File: src/rtl/prog_loader_pkg.sv
// Shared definitions for the boot-time program loader.
//   - state_t    : loader FSM encoding (LEN=0, DATA=1, RUN=2, ERR=3)
//   - rx_state_t : UART receiver FSM encoding
//   - 8N1 frame constants
package prog_loader_pkg;

    typedef enum logic [1:0] {
        ST_LEN  = 2'd0,
        ST_DATA = 2'd1,
        ST_RUN  = 2'd2,
        ST_ERR  = 2'd3
    } state_t;

    typedef enum logic [1:0] {
        RX_IDLE  = 2'd0,
        RX_START = 2'd1,
        RX_DATA  = 2'd2,
        RX_STOP  = 2'd3
    } rx_state_t;

    localparam int FRAME_DATA_BITS = 8;
    localparam int FRAME_STOP_BITS = 1;

endpackage

File: src/rtl/prog_loader_uart_rx.sv
// 8N1 UART receiver, LSB first.
// Ports:
//   clk        : system clock
//   rst        : asynchronous active-low reset
//   rxd        : asynchronous serial input, idles high
//   byte_data  : received byte, valid while byte_valid is high
//   byte_valid : one-cycle pulse, the cycle after a good stop-bit sample
//   frame_err  : one-cycle pulse, the cycle after a low stop-bit sample
module uart_rx
    import prog_loader_pkg::*;
#(
    parameter int DIV = 16
) (
    input  logic       clk,
    input  logic       rst,
    input  logic       rxd,
    output logic [7:0] byte_data,
    output logic       byte_valid,
    output logic       frame_err
);

    localparam int CW   = $clog2(DIV);
    localparam int HALF = DIV / 2;

    logic            sync1_reg, sync2_reg, prev_reg;
    rx_state_t       state_reg, state_next;
    logic [CW-1:0]   cnt_reg, cnt_next;
    logic [2:0]      bit_reg, bit_next;
    logic [7:0]      shift_reg, shift_next;
    logic [7:0]      data_reg, data_next;
    logic            valid_reg, valid_next;
    logic            ferr_reg, ferr_next;

    always_ff @(posedge clk or negedge rst) begin
        if (!rst) begin
            sync1_reg <= 1'b1;
            sync2_reg <= 1'b1;
            prev_reg  <= 1'b1;
            state_reg <= RX_IDLE;
            cnt_reg   <= '0;
            bit_reg   <= '0;
            shift_reg <= '0;
            data_reg  <= '0;
            valid_reg <= 1'b0;
            ferr_reg  <= 1'b0;
        end else begin
            sync1_reg <= rxd;
            sync2_reg <= sync1_reg;
            prev_reg  <= sync2_reg;
            state_reg <= state_next;
            cnt_reg   <= cnt_next;
            bit_reg   <= bit_next;
            shift_reg <= shift_next;
            data_reg  <= data_next;
            valid_reg <= valid_next;
            ferr_reg  <= ferr_next;
        end
    end

    always_comb begin
        state_next = state_reg;
        cnt_next   = cnt_reg;
        bit_next   = bit_reg;
        shift_next = shift_reg;
        data_next  = data_reg;
        valid_next = 1'b0;
        ferr_next  = 1'b0;
        case (state_reg)
            RX_IDLE: begin
                // Only a high-to-low transition starts a frame, so a line
                // held low after a bad frame does not retrigger.
                if (prev_reg && !sync2_reg) begin
                    state_next = RX_START;
                    cnt_next   = '0;
                end
            end
            RX_START: begin
                if (cnt_reg == CW'(HALF - 1)) begin
                    cnt_next = '0;
                    bit_next = '0;
                    // Line already high again at mid-bit: treat as glitch.
                    state_next = sync2_reg ? RX_IDLE : RX_DATA;
                end else begin
                    cnt_next = cnt_reg + CW'(1);
                end
            end
            RX_DATA: begin
                if (cnt_reg == CW'(DIV - 1)) begin
                    cnt_next   = '0;
                    shift_next = {sync2_reg, shift_reg[7:1]};
                    if (bit_reg == 3'(FRAME_DATA_BITS - 1)) begin
                        state_next = RX_STOP;
                    end else begin
                        bit_next = bit_reg + 3'd1;
                    end
                end else begin
                    cnt_next = cnt_reg + CW'(1);
                end
            end
            RX_STOP: begin
                if (cnt_reg == CW'(DIV - 1)) begin
                    cnt_next   = '0;
                    state_next = RX_IDLE;
                    if (sync2_reg) begin
                        valid_next = 1'b1;
                        data_next  = shift_reg;
                    end else begin
                        ferr_next = 1'b1;
                    end
                end else begin
                    cnt_next = cnt_reg + CW'(1);
                end
            end
            default: state_next = RX_IDLE;
        endcase
    end

    assign byte_data  = data_reg;
    assign byte_valid = valid_reg;
    assign frame_err  = ferr_reg;

endmodule

File: src/rtl/prog_loader.sv
// Boot-time program loader: receives a length-prefixed, little-endian word
// image over UART and writes it into instruction memory, then releases the
// core's reset.
// Ports:
//   clk        : system clock
//   rst        : asynchronous active-low reset
//   rxd        : UART receive line
//   imem_addr  : instruction memory word address
//   imem_wdata : instruction word to write
//   imem_we    : one-cycle write strobe
//   cpu_rst    : active-high core reset, released after the image is loaded
//   busy       : high in LEN or DATA
//   err        : sticky length-overflow / framing-error flag
//   word_cnt   : number of words written
module prog_loader
    import prog_loader_pkg::*;
#(
    parameter int CLK_HZ     = 100000000,
    parameter int BAUD       = 115200,
    parameter int ADDR_WIDTH = 12
) (
    input  logic                  clk,
    input  logic                  rst,
    input  logic                  rxd,
    output logic [ADDR_WIDTH-1:0] imem_addr,
    output logic [31:0]           imem_wdata,
    output logic                  imem_we,
    output logic                  cpu_rst,
    output logic                  busy,
    output logic                  err,
    output logic [ADDR_WIDTH:0]   word_cnt
);

    localparam int          DIV      = CLK_HZ / BAUD;
    localparam logic [31:0] CAPACITY = 32'(2 ** ADDR_WIDTH);

    logic [7:0]             byte_data;
    logic                   byte_valid;
    logic                   frame_err;

    state_t                 state_reg, state_next;
    logic [1:0]             bidx_reg;
    logic [ADDR_WIDTH:0]    rem_reg;
    logic [ADDR_WIDTH:0]    word_cnt_reg;
    logic [ADDR_WIDTH-1:0]  addr_reg;
    logic [31:0]            wdata_reg;
    logic                   we_reg;
    logic                   cpu_rst_reg;
    logic                   err_reg;

    logic                   loading;
    logic                   byte_accept;
    logic                   word_done;
    logic [31:0]            full_word;
    logic                   len_zero;
    logic                   len_over;

    uart_rx #(
        .DIV(DIV)
    ) u_rx (
        .clk       (clk),
        .rst       (rst),
        .rxd       (rxd),
        .byte_data (byte_data),
        .byte_valid(byte_valid),
        .frame_err (frame_err)
    );

    assign loading     = (state_reg == ST_LEN) || (state_reg == ST_DATA);
    assign byte_accept = byte_valid && loading;
    assign word_done   = byte_accept && (bidx_reg == 2'd3);

    // Byte lanes 0..2 hold the partial word; lane 3 is taken directly from
    // the incoming byte so the word is usable in the byte_valid cycle.
    genvar gi;
    generate
        for (gi = 0; gi < 3; gi++) begin : g_lane
            logic [7:0] lane_reg;
            always_ff @(posedge clk or negedge rst) begin
                if (!rst) begin
                    lane_reg <= '0;
                end else if (byte_accept && bidx_reg == 2'(gi)) begin
                    lane_reg <= byte_data;
                end
            end
        end
    endgenerate

    assign full_word = {byte_data, g_lane[2].lane_reg, g_lane[1].lane_reg, g_lane[0].lane_reg};
    assign len_zero  = (full_word == 32'd0);
    assign len_over  = (full_word > CAPACITY);

    always_ff @(posedge clk or negedge rst) begin
        if (!rst) begin
            state_reg <= ST_LEN;
        end else begin
            state_reg <= state_next;
        end
    end

    always_comb begin
        state_next = state_reg;
        case (state_reg)
            ST_LEN: begin
                if (word_done) begin
                    if (len_zero) begin
                        state_next = ST_RUN;
                    end else if (len_over) begin
                        state_next = ST_ERR;
                    end else begin
                        state_next = ST_DATA;
                    end
                end
            end
            ST_DATA: begin
                if (word_done && rem_reg == (ADDR_WIDTH + 1)'(1)) begin
                    state_next = ST_RUN;
                end
            end
            default: state_next = state_reg;
        endcase
    end

    always_ff @(posedge clk or negedge rst) begin
        if (!rst) begin
            bidx_reg     <= '0;
            rem_reg      <= '0;
            word_cnt_reg <= '0;
            addr_reg     <= '0;
            wdata_reg    <= '0;
            we_reg       <= 1'b0;
            cpu_rst_reg  <= 1'b1;
            err_reg      <= 1'b0;
        end else begin
            we_reg <= 1'b0;
            // A byte lost to a framing error never reaches byte_accept, so
            // the index only moves on good bytes.
            if (byte_accept) begin
                bidx_reg <= bidx_reg + 2'd1;
            end
            if (state_reg == ST_LEN && word_done) begin
                rem_reg <= full_word[ADDR_WIDTH:0];
            end
            if (state_reg == ST_DATA && word_done) begin
                we_reg       <= 1'b1;
                addr_reg     <= word_cnt_reg[ADDR_WIDTH-1:0];
                wdata_reg    <= full_word;
                word_cnt_reg <= word_cnt_reg + (ADDR_WIDTH + 1)'(1);
                rem_reg      <= rem_reg - (ADDR_WIDTH + 1)'(1);
            end
            if (frame_err || (state_reg == ST_LEN && word_done && len_over)) begin
                err_reg <= 1'b1;
            end
            // Release one cycle after entering RUN so the final write lands
            // while the core is still held; an empty image releases directly.
            cpu_rst_reg <= !((state_reg == ST_RUN) ||
                             (state_reg == ST_LEN && word_done && len_zero));
        end
    end

    assign imem_addr  = addr_reg;
    assign imem_wdata = wdata_reg;
    assign imem_we    = we_reg;
    assign cpu_rst    = cpu_rst_reg;
    assign busy       = loading;
    assign err        = err_reg;
    assign word_cnt   = word_cnt_reg;

endmodule

File: config.mk
export PLATFORM = sky130hd
export DESIGN_NAME = prog_loader
export DESIGN_NICKNAME = d
export VERILOG_FILES = /design/src/rtl/prog_loader_pkg.sv /design/src/rtl/prog_loader_uart_rx.sv /design/src/rtl/prog_loader.sv
export SDC_FILE = /design/constraint.sdc
export NUM_CORES = 1
export LEC_CHECK = 0
export BUFFER_PORTS_ARGS = -buffer_cell sky130_fd_sc_hd__buf_4
export CAP_MARGIN = 10
export CORE_AREA = 2 2 187 134
export DETAILED_ROUTE_END_ITERATION = 7
export DIE_AREA = 0 0 189 136
export GPL_ROUTABILITY_DRIVEN = 0
export HOLD_SLACK_MARGIN = 0.05
export PLACE_DENSITY = 0.44
export SYNTH_ARGS = -nofsm -noshare
export SYNTH_HDL_FRONTEND = slang
export SYNTH_SLANG_ARGS = --single-unit
File: constraint.sdc
create_clock -name clk -period 5.25 [get_ports clk]
set_clock_uncertainty 0.15 [all_clocks]
set_input_delay 1.05 -clock clk [delete_from_list [all_inputs] [get_ports clk]]
set_output_delay 1.05 -clock clk [all_outputs]
set_load 0.005 [all_outputs]
### Word level (Yosys, flattened, before mapping)

Cells that the tools add are included.

| storage, ports and cells | value |
|---|---|
| input port bits | 3 |
| flip-flop bits (word level) | 137 |

| operators by class | value |
|---|---|
| mux-type cells | 29 |
| eq/ne operators | 20 |
| add/subtract/negate cells | 5 |
| reductions and logical operators | 29 |
| $lt $le $gt $ge | 1 |

Operators by type and width:

| cell | number |
|---|---|
| greater-than comparator 32 x 13 -> 1 bit, second input constant | 1 |
| logical NOT 32 bit | 1 |
| 2-to-1 mux 10 bit | 3 |
| one-hot mux 10 bit (3 select lines) | 1 |
| 2-to-1 mux 13 bit | 2 |
| 2-to-1 mux 2 bit | 10 |
| adder 13 x 1 -> 13 bit, second input constant | 1 |
| == test 13 x 1 -> 1 bit, second input constant | 1 |
| subtractor 13 x 1 -> 13 bit, second input constant | 1 |
| inequality test 2 x 1 -> 1 bit, second input constant | 6 |
| logical AND 1 bit | 11 |
| adder 10 x 1 -> 10 bit, second input constant | 1 |
| == test 10 bit, second input constant | 1 |
| == test 10 x 9 -> 1 bit, second input constant | 1 |
| == test 2 bit, second input constant | 5 |
| 2-to-1 mux 3 bit | 3 |
| one-hot mux 2 bit (4 select lines) | 1 |
| 2-to-1 mux 1 bit | 7 |
| == test 2 x 1 -> 1 bit, second input constant | 3 |
| logical NOT 2 bit | 3 |
| one-hot mux 3 bit (2 select lines) | 1 |
| AND reduction 3 bit | 2 |
| nonzero test 2 bit | 3 |
| AND reduction 5 bit | 1 |
| other kinds (10) | 14 |

### Logic depth before layout (Yosys ltp)

| depth | value |
|---|---|
| depth in word-level cells | 8 |
| gate-level depth with buffers | 8 |
| depth with buffers taken out | 7 |

### Hierarchy

From an unflattened synthesis, not the netlist that was laid out.

| unflattened totals | value |
|---|---|
| cells, all modules | 575 |
| area, all modules | 6069.6 µm² |

By module, submodules not included:

| module | cells each | instances | sequential area each (µm²) | area an instance (µm²) |
|---|---|---|---|---|
| prog_loader | 423 | 1 | 2528.7 | 4336.7 |
| uart_rx | 152 | 1 | 904.6 | 1732.9 |

### Worst setup path before layout

Ideal clock, no wire load.

| timing | value |
|---|---|
| kind | register to register |
| start point | register u_rx.cnt_reg[0] |
| end point | register u_rx.state_reg[0] |
| setup slack | 2.812 ns |
| data arrival time | 2.163 ns |
| stages on the path, launching flop included | 8 |
| library setup time | 0.125 ns |
| cell sequence | dfrtp_1 ha_1 nand4_1 or4b_4 a21oi_1 or2_2 buf_2 mux2_2 |

| between the ends | value |
|---|---|
| word-level cells in the longest chain between the ends | 3 |
| elaborated cells on any way between the ends | 6 |
| classes of those cells | eq/ne (5); reduce/logical (1) |

RTL lines:

| element | RTL line | source |
|---|---|---|
| from (decl) | prog_loader_uart_rx.sv:27 | `logic [CW-1:0] cnt_reg, cnt_next;` |
| from (signal assigned) | prog_loader_uart_rx.sv:51 | `cnt_reg <= cnt_next;` |
| == test 10 bit / == test 10 x 9 -> 1 bit (equally long branches) | prog_loader_uart_rx.sv:88, prog_loader_uart_rx.sv:101, prog_loader_uart_rx.sv:78 |  |
| inequality test 2 x 1 -> 1 bit (no source line) | - |  |
| AND reduction 5 bit (no source line) * | - |  |
| to (signal assigned) | prog_loader_uart_rx.sv:50 | `state_reg <= state_next;` |
| to (decl) | prog_loader_uart_rx.sv:26 | `rx_state_t state_reg, state_next;` |

Every way passes the cells marked *; elsewhere a longest branch is shown, timed or not.
A chain may end at the register's enable or synchronous reset.

### Worst setup path after layout

| timing | value |
|---|---|
| start point | register state_reg[1] |
| end point | register word_cnt_reg[12], in the netlist word_cnt[12] |

| between the ends | value |
|---|---|
| word-level cells in the longest chain between the ends | 5 |
| elaborated cells on any way between the ends | 6 |
| classes of those cells | eq/ne (1); reduce/logical (5) |

RTL lines:

| element | RTL line | source |
|---|---|---|
| from (decl) | prog_loader.sv:41 | `state_t state_reg, state_next;` |
| from (signal assigned) | prog_loader.sv:97 | `state_reg <= state_next;` |
| == test 2 x 1 -> 1 bit / logical NOT 2 bit (equally long branches) | prog_loader.sv:69, prog_loader.sv:144 |  |
| logical OR 1 bit | prog_loader.sv:69 | `assign loading = (state_reg == ST_LEN) \|\| (state_reg == ST_DATA);` |
| logical AND 1 bit | prog_loader.sv:70 | `assign byte_accept = byte_valid && loading;` |
| logical AND 1 bit | prog_loader.sv:71 | `assign word_done = byte_accept && (bidx_reg == 2'd3);` |
| logical AND 1 bit * | prog_loader.sv:144 | `if (state_reg == ST_DATA && word_done) begin` |
| to (signal assigned) | prog_loader.sv:148 | `word_cnt_reg <= word_cnt_reg + (ADDR_WIDTH + 1)'(1);` |
| to (decl) | prog_loader.sv:44 | `logic [ADDR_WIDTH:0] word_cnt_reg;` |

Marked as above.

==> results.txt <==
number of global-route vias before repair: 4286
Req. time, crit path: 5.41 ns
largest stage delay on the critical path: 0.84 ns
Power Total: 2.43 mW
Syn Nets: 575
Post-synth top cells: nand2_1 (171), dfrtp_1 (133), mux2_2 (40)
Worst Path Arrival: 3.43 ns
fin nets: 639
Global Route Usage Sum: 11.7%
ys flop type: dfrtp_1
# IOs: 64
ys async rst share: 100%
share of cells above drive strength 1: 23.8%
worst-path fanout max: 46
# Post-CTS Setup Buffers: 0
Clock Sinks: 137
Initial Util: 24.4%
FP Rows: 48
critical path type: reg -> reg
Max-Cap Viols: 0
Max Fclk: 0.306 GHz
IO buf count: 63
Seq/Total Area, Yosys: 58.3%
Yosys reg bits: 137
Max Slew Vio Count: 0
pwr dens: 332 nW/um^2
RSZ-0062 raised after global routing: false
CTS Hold Bufs: 0
crit start category: flip-flop
global-route wire length before repair: 23.3 mm
drt first pass iters: 4
Slew headroom: 36.1%
CTS H-Tree Depth: 4
post-synthesis cell count: 561
via count: 4254
GR Overflow Total: 0
Yosys cell types: 47
Period Utilization, post-route: 62.3%
initial antenna violation count: 0
setup violators final: 0
# DRC: 0
Buffers & Inverters on Critical Path: 1
Syn Area/Cell: 10.5 um^2
clock root buffer: clkbuf_16
Crit. End Element: flip-flop
number of synthesized flops with an enable pin: 0
Clk Latency, worst-skew pair: 0.42 ns
critical path cell sequence: nor2b_1, nand3_2, inv_1, nand2_1, nor3_1, nand3_1, xnor2_1
Antenna Cells: 0
worst-case clock buffer depth: 2
Final Critical Period: 3.27 ns
Routed wire per std cell: 14.7 um
cts bufs inserted: 17
DRT iter0 DRCs: 228
max reg flops: 32
clock slew at reported path FFs: 0.06 ns
Leak: 3.73 nW
delay-heaviest family, CP: simple AND/OR/NAND/NOR gates
area leader, netlist: dfrtp_1
post-route ant nets: 0
actual slew at the worst max-slew pin: 0.958 ns
Via density: 4.42
Post-DP HPWL: 9.71 mm
HP Class: reg -> reg
CTS tree: yes
outcome: finished clean
Synth top area share: 56.5%
die area: 25700 um^2
maximum vdd drop: 0.000232 V
count leader, synth: nand2_1
Resize count post-CTS: 0
die width: 189 um
Die Y: 136 um
final hold vios: 0
Critical Path Slowest Stage Cell: nand3_2
Layout area overhead: 24.4%
top post-synthesis cells by area: dfrtp_1 (57%), nand2_1 (11%), mux2_2 (7.6%)
pin count of the biggest net entering global routing: 104
Placeable Area: 24100 um^2
WL final: 14.2 mm
post-route setup TNS: 0 ns
yosys warns: 0
synthesized area: 5890 um^2
[through the flow]
step / hold slack, ns / setup slack (ns) / cell area [um^2] / cells / util [%]
after floorplan: 0.195 / 2.81 / 5890 / 561 / -
after global placement: 0.196 / 2.00 / 6710 / 931 / 27.9
after detailed placement: 0.197 / 1.82 / 6710 / 931 / 27.9
after CTS: 0.206 / 1.81 / 7320 / 963 / 30.4
after global routing: 0.216 / 1.54 / 7320 / 963 / 30.4
final: 0.205 / 1.98 / 7320 / 963 / 30.4
[metal layers]
metal	global-route usage (%)	share of wire (%)	vias to the layer above
li1	-	-	2051
met1	16.2	51	2124
met2	17.6	44	71
met3	3.54	4.4	8
met4	3.56	0.72	0
met5	0	0	-
[cell usage in the layout, fill, tap and decap left out, types with 6 or more instances in the layout]
cell,netlist,layout
xor2_1,7,7
and2_1,6,6
dfrtp_1,133,133
clkinvlp_4,0,6
nand2_1,171,171
nor4_1,11,11
inv_1,12,12
nor2_1,17,17
nand3_1,13,12
xnor2_1,7,7
clkbuf_16,0,17
nor3_1,11,11
a21oi_1,11,11
ha_1,11,11
mux2_2,40,40
mux2i_1,10,10
buf_4,0,64
o21ai_0,16,16
o22ai_1,6,6
[logic make-up after synthesis]
group | Yosys count | synth area share [%]
flip-flops | 137 | 58.3
AND/OR/NAND/NOR | 260 | 19.7
multiplexers | 50 | 9.35
XOR/XNOR | 14 | 2.08
adder cells (fa/ha/maj) | 11 | 2.34
buffers and inverters | 33 | 2.19
AO/OA/AOI/OAI | 56 | 6.08
[area by class of cell]
cell class	instances	area (um^2)
fill	2499	16800
sequential	137	3430
multi-input combinational	391	2330
timing repair buffer	65	492
clock buffer	18	439
tap	325	407
clock inverter	14	171
inverter	13	48.8
[worst paths after layout]
| path | start | endpoint | slack [ns] | cells past startpoint |
|---|---|---|---|---|
| setup / recovery | state_reg[1]$_DFFE_PN0P_ | word_cnt[12]$_DFFE_PN0P_ | 1.98 | 7 |
| hold / removal | u_rx.sync1_reg$_DFF_PN1_ | u_rx.sync2_reg$_DFF_PN1_ | 0.20 | 0 |
| setup reg to reg | state_reg[1]$_DFFE_PN0P_ | word_cnt[12]$_DFFE_PN0P_ | 1.98 | 7 |
| hold reg to reg | u_rx.sync1_reg$_DFF_PN1_ | u_rx.sync2_reg$_DFF_PN1_ | 0.20 | 0 |
| max in group asynchronous | rst | cpu_rst$_DFF_PN1_ | 3.29 | 2 |
| min in group asynchronous | rst | imem_wdata[22]$_DFFE_PN0P_ | 0.62 | 1 |
[report_power, final]
group          internal (mW)  switching (mW)
logic                 0.0283          0.0658
clock network          0.762           0.487
registers               1.07          0.0164
total                   1.86           0.569
(Power assumes the default switching activity.)
